<file path="src/rtl/divisor_pkg.sv">
// Shared types and constants for the sequential restoring divider.
package divisor_pkg;

  typedef enum logic [1:0] {
    REPOSO = 2'd0,
    ITERA  = 2'd1,
    AJUSTE = 2'd2
  } estado_t;

  localparam int   N_DEF        = 3;
  // Replicated to N bits for the divide-by-zero quotient (all ones).
  localparam logic COC_DIV0_BIT = 1'b1;

endpackage

</file>
<file path="src/rtl/caminodatos_div.sv">
// A/Q/M register datapath of the restoring divider: load, shift-left-and-subtract,
// and restore selection driven by strobes from the controlling FSM.
module caminodatos_div
  import divisor_pkg::*;
#(
  parameter int N = N_DEF
) (
  input  logic         clk,
  input  logic         reset,
  input  logic         carga,
  input  logic         desplaza,
  input  logic         restaura,
  input  logic [N-1:0] dvd_mag,
  input  logic [N-1:0] dvs_mag,
  output logic [N:0]   a,
  output logic [N-1:0] q,
  output logic         t_neg
);

  logic [N-1:0] m;
  logic [N:0]   a_sh;
  logic [N:0]   t;
  logic [N-1:0] q_sh;

  // Trial subtraction on the shifted partial remainder; sign bit picks restore.
  always_comb begin
    a_sh = {a[N-1:0], q[N-1]};
    q_sh = {q[N-2:0], 1'b0};
    t    = a_sh - {1'b0, m};
  end

  assign t_neg = t[N];

  always_ff @(posedge clk) begin
    if (reset) begin
      a <= '0;
      q <= '0;
      m <= '0;
    end else if (carga) begin
      a <= '0;
      q <= dvd_mag;
      m <= dvs_mag;
    end else if (desplaza) begin
      if (restaura) begin
        a <= a_sh;
        q <= q_sh;
      end else begin
        a <= t;
        q <= {q[N-2:0], 1'b1};
      end
    end
  end

endmodule

</file>
<file path="src/rtl/divisor_secuencial.sv">
// Sequential N-bit restoring divider with start/listo handshake.
// Macro DIVISOR_CON_SIGNO_EN selects two's-complement signed operation; unsigned otherwise.
module divisor_secuencial
  import divisor_pkg::*;
#(
  parameter int N = N_DEF
) (
  input  logic         clk,
  input  logic         reset,
  input  logic         start,
  input  logic [N-1:0] dividendo,
  input  logic [N-1:0] divisor,
  output logic [N-1:0] cociente,
  output logic [N-1:0] resto,
  output logic         listo,
  output logic         ocupado,
  output logic         div_cero
);

  localparam int CW = $clog2(N + 1);

  estado_t       estado, estado_sig;
  logic [CW-1:0] cnt;
  logic          sgn_dvd, sgn_dvs, es_cero;
  logic          sgn_dvd_in, sgn_dvs_in;
  logic          acepta, carga, desplaza, restaura, t_neg;
  logic [N-1:0]  dvd_mag, dvs_mag, q;
  logic [N:0]    a;

  function automatic logic [N-1:0] negar(input logic [N-1:0] v);
    return (~v) + N'(1);
  endfunction

`ifdef DIVISOR_CON_SIGNO_EN
  // Magnitudes are N-bit unsigned, so |-2^(N-1)| still fits.
  assign sgn_dvd_in = dividendo[N-1];
  assign sgn_dvs_in = divisor[N-1];
  assign dvd_mag    = sgn_dvd_in ? negar(dividendo) : dividendo;
  assign dvs_mag    = sgn_dvs_in ? negar(divisor) : divisor;
`else
  assign sgn_dvd_in = 1'b0;
  assign sgn_dvs_in = 1'b0;
  assign dvd_mag    = dividendo;
  assign dvs_mag    = divisor;
`endif

  assign acepta = (estado == REPOSO) && start;

  always_ff @(posedge clk) begin
    if (reset) estado <= REPOSO;
    else       estado <= estado_sig;
  end

  always_comb begin
    estado_sig = estado;
    case (estado)
      REPOSO: if (start) estado_sig = (divisor == '0) ? AJUSTE : ITERA;
      ITERA:  if (cnt == CW'(1)) estado_sig = AJUSTE;
      AJUSTE: estado_sig = REPOSO;
      default: estado_sig = REPOSO;
    endcase
  end

  always_comb begin
    carga    = acepta;
    desplaza = (estado == ITERA);
    restaura = desplaza && t_neg;
    ocupado  = (estado != REPOSO);
  end

  caminodatos_div #(.N(N)) u_dp (
    .clk      (clk),
    .reset    (reset),
    .carga    (carga),
    .desplaza (desplaza),
    .restaura (restaura),
    .dvd_mag  (dvd_mag),
    .dvs_mag  (dvs_mag),
    .a        (a),
    .q        (q),
    .t_neg    (t_neg)
  );

  // Result registers hold until the next AJUSTE; sign correction gives truncating division.
  always_ff @(posedge clk) begin
    if (reset) begin
      cnt      <= '0;
      sgn_dvd  <= 1'b0;
      sgn_dvs  <= 1'b0;
      es_cero  <= 1'b0;
      cociente <= '0;
      resto    <= '0;
      listo    <= 1'b0;
      div_cero <= 1'b0;
    end else begin
      listo <= 1'b0;
      if (acepta) begin
        cnt      <= CW'(N);
        sgn_dvd  <= sgn_dvd_in;
        sgn_dvs  <= sgn_dvs_in;
        es_cero  <= (divisor == '0);
        div_cero <= 1'b0;
      end
      if (estado == ITERA) cnt <= cnt - CW'(1);
      if (estado == AJUSTE) begin
        listo <= 1'b1;
        if (es_cero) begin
          cociente <= {N{COC_DIV0_BIT}};
          resto    <= sgn_dvd ? negar(q) : q;
          div_cero <= 1'b1;
        end else begin
          cociente <= (sgn_dvd ^ sgn_dvs) ? negar(q) : q;
          resto    <= sgn_dvd ? negar(a[N-1:0]) : a[N-1:0];
        end
      end
    end
  end

endmodule

</file>
<file path="config.mk">
export PLATFORM = sky130hd
export DESIGN_NAME = divisor_secuencial
export DESIGN_NICKNAME = d
export VERILOG_FILES = /design/src/rtl/divisor_pkg.sv /design/src/rtl/caminodatos_div.sv /design/src/rtl/divisor_secuencial.sv
export SDC_FILE = /design/constraint.sdc
export NUM_CORES = 1
export LEC_CHECK = 0
export CORE_MARGIN = 2
export CORE_UTILIZATION = 56
export CTS_CLUSTER_DIAMETER = 80
export CTS_CLUSTER_SIZE = 28
export DETAILED_ROUTE_END_ITERATION = 10
export DONT_BUFFER_PORTS = 1
export PLACE_DENSITY = 0.67
export SYNTH_ARGS = -nofsm -noshare
export SYNTH_HDL_FRONTEND = slang
export SYNTH_SLANG_ARGS = --single-unit
</file>
<file path="constraint.sdc">
create_clock -name clk -period 4.1 [get_ports clk]
set_input_delay 1.23 -clock clk [delete_from_list [all_inputs] [get_ports clk]]
set_output_delay 1.23 -clock clk [all_outputs]
set_load 0.005 [all_outputs]
</file>
==> summary.txt <==
Timing
  – Skew final: 5.41 ps
  – RSZ-0062 raised after global routing: no
  – Slew @ Worst Pin: roughly 660 ps
  – Fin crit share: between 50% and 60%
  – Final setup vio count: 0
  – Crit path time final: 2250 ps
  – Max frequency: 445 MHz
  – Hold Violations, Final: 0
  – Slew margin rel.: 56.1%
  – TNS Setup: 0 ps
  – Max Slew Vio Count: 0

Yosys
  – Synth top area cells: dfxtp_1 40%, nor2_1 6.4%, mux2i_1 6.3%
  – Cell taking the most area after synthesis: dfxtp_1
  – Post-Syn Nets: 144
  – Post-synth cell types: 30
  – Top-area cell type share of the netlist area: 39.8%
  – Number of synthesized flops with an enable pin: 0
  – Part of the Yosys area used for sequential elements: between 30% and 40%
  – Post-synth top cells: 22 x dfxtp_1, 19 x nor2_1, 10 x a21oi_1
  – Most frequent cell after synthesis: dfxtp_1
  – Synthesized area: 1110 um^2
  – Syn. warnings: 0
  – Async set-or-reset flop fraction in the synthesized netlist: 0%
  – Avg Cell Area, Syn: 8.51 um^2
  – Syn Inst Count: 130
  – Main synth FF type: dfxtp_1
  – Post-synthesis register bit count: 22

Clock network
  – Clock buffer depth: 2
  – Cts repair resizes: 0
  – Setup Buffers After CTS: 0
  – Hold-fix buffers, CTS: 0
  – CTS tree: done
  – Clk Latency, worst-skew pair: 300 ps
  – Htree depth: 1
  – CTS root buffer: clkbuf_4
  – # clock sinks: 22
  – TritonCTS Buffers: 3
  – Worst-path clk slew: 120 ps

Floorplanning
  – Die width: 48.4 um
  – Core Rows: 16
  – Die height: 48.4 um
  – Core area: 1900 um^2
  – Die area: 2350 um^2
  – Initial Utilization: 58.2%
  – Number of I/O pins: 18

Setup path
  – WP data arrival: 1020 ps
  – CP delay by family, top: flip-flops
  – Crit-path slowest cell: dfxtp_1
  – CP cell instances: or2_2
  – Worst setup path class: flop to output pin
  – Buf/Inv on CP: 0
  – Req. time, crit path: 2870 ps
  – CP Capture Type: output pin
  – Startpoint class of the critical path: flop
  – Crit path largest cell delay: 390 ps
  – Crit path max fanout: 9

Routing
  – Drt initial violations: 31
  – Mean routed wirelength per cell: 13.8 um
  – Post-route ant nets: 0
  – Routed wire length: 2130 um
  – DRC errors left: 0
  – Pre-antenna DRT Iters: 4
  – DR vias: 863
  – Vias per inst: 5.60

Worst hold path
  – Hold crit path type: flop to flop

Finish
  – Layout cell share with drive strength beyond 1: 5.51%
  – Synthesis-to-finish area growth: 3.85%
  – Final cell count without fillers: 154
  – Fill cells: 169
  – Nets: 142
  – Ant diodes: 0

Power and ir drop
  – Logic gate share of total power: 20.6%
  – Static Leak: 0.415 nW
  – Peak supply drop: 0.000196 V
  – Sw Ratio: 29.4%
  – Final total power: approximately 460 uW
  – Net switching power: 135 uW
  – Internal power: 324 uW
  – Pwr Density: around 400 nW/um^2
  – Share of power burned in registers: 53.6%
  – Clock share of power: around 26%

Global route
  – Total congestion overflow: 0
  – Number of global-route vias before repair: just under 800
  – Initial antenna violation count: 0
  – Largest net degree at the start of global routing: 25
  – Overall routing resource usage: 19.0%
  – First-pass GRT wire length: 3450 um

Outcome
  – Status: completed

Place
  – DP HPWL: 1540 um
  – GPL Wtd Cong: 0.832
  – IO Port Bufs: 0
  – Placed cells: 150

Job
  – Max-Cap Viols: 0
-- layer usage --
metal	vias up	global-route usage, %	part of all wire, %
met4	0	7.14	0.89
met3	2	3.09	4.4
met5	-	0	0
met1	389	24.4	50
met2	20	32.2	45
li1	452	-	-
-- final cells by class --
type / count / area (um^2) / share of cell area, %
sequential: 22 / 440 / 38.3
multi-input combinational: 95 / 612 / 53.3
inverter: 5 / 18.8 / 1.63
timing repair buffer: 1 / 7.51 / 0.654
tap: 27 / 33.8 / 2.94
clock buffer: 4 / 36.3 / 3.16
-- stage by stage --
| stage | setup slack (ps) | hold slack [ps] | cell area [um^2] | util, % |
|---|---|---|---|---|
| after floorplan | 2140 | 450 | 1110 | - |
| after global placement | 2140 | 461 | 1110 | 58.5 |
| after detailed placement | 2120 | 472 | 1110 | 58.5 |
| after CTS | 1850 | 490 | 1150 | 60.4 |
| after global routing | 1810 | 509 | 1150 | 60.4 |
| final | 1850 | 486 | 1150 | 60.4 |
-- state kept, by name, summed over array words and instances, names as in the netlist --
register and cells:
resto 3, es_cero 1, u_dp.m 3, u_dp.q 3
u_dp.a 3, cnt 2, estado 2, div_cero 1
cociente 3, listo 1
-- power by group through the flow --
stage	combinational [mW]	sequential (mW)	clock (mW)
global route	0.109	0.249	0.128
global placement	0.0917	0.251	0
detailed placement	0.0940	0.251	0
finish	0.0945	0.246	0.119
CTS	0.0945	0.246	0.124
floorplan	0.0840	0.245	0
-- kinds of logic (layout without fill, tap and decap cells) --
group,after synthesis,in the layout,synth area share (%)
and+or+nand+nor,51,51,22.9
AOI/OAI and AO/OA,30,30,18.2
DFF,22,22,39.8
buffers and inverters,13,10,4.86
muxes,7,7,6.34
adders and majority gates,5,5,6.34
xor gates and xnor gates,2,2,1.58
-- placed cells by master (no fill, tap or decap), types with 2 or more instances in the layout --
cell       n
dfxtp_1   22
nor2_1    19
a21oi_1   10
a211oi_1   8
nand2_1    7
mux2i_1    7
inv_1      5
nand2b_1   5
a22oi_1    4
ha_1       4
nor2b_1    3
nor3_1     3
nor4_1     3
clkbuf_4   3
or2_2      2
nand3b_1   2
xor2_1     2
a221oi_1   2
nand3_1    2
or3_1      2
o21ai_0    2
-- path summary, 6_finish.rpt --
path | end | startpoint | slack, ps | depth (start not counted)
setup / recovery | ocupado | estado[1] | 1850 | 1
hold / removal | cnt[0] | cnt[0] | 490 | 1
setup reg to reg | u_dp.a[1] | u_dp.q[2] | 2360 | 6
hold reg to reg | cnt[0] | cnt[0] | 490 | 1
No activity file was read; power rests on OpenSTA's default activity.
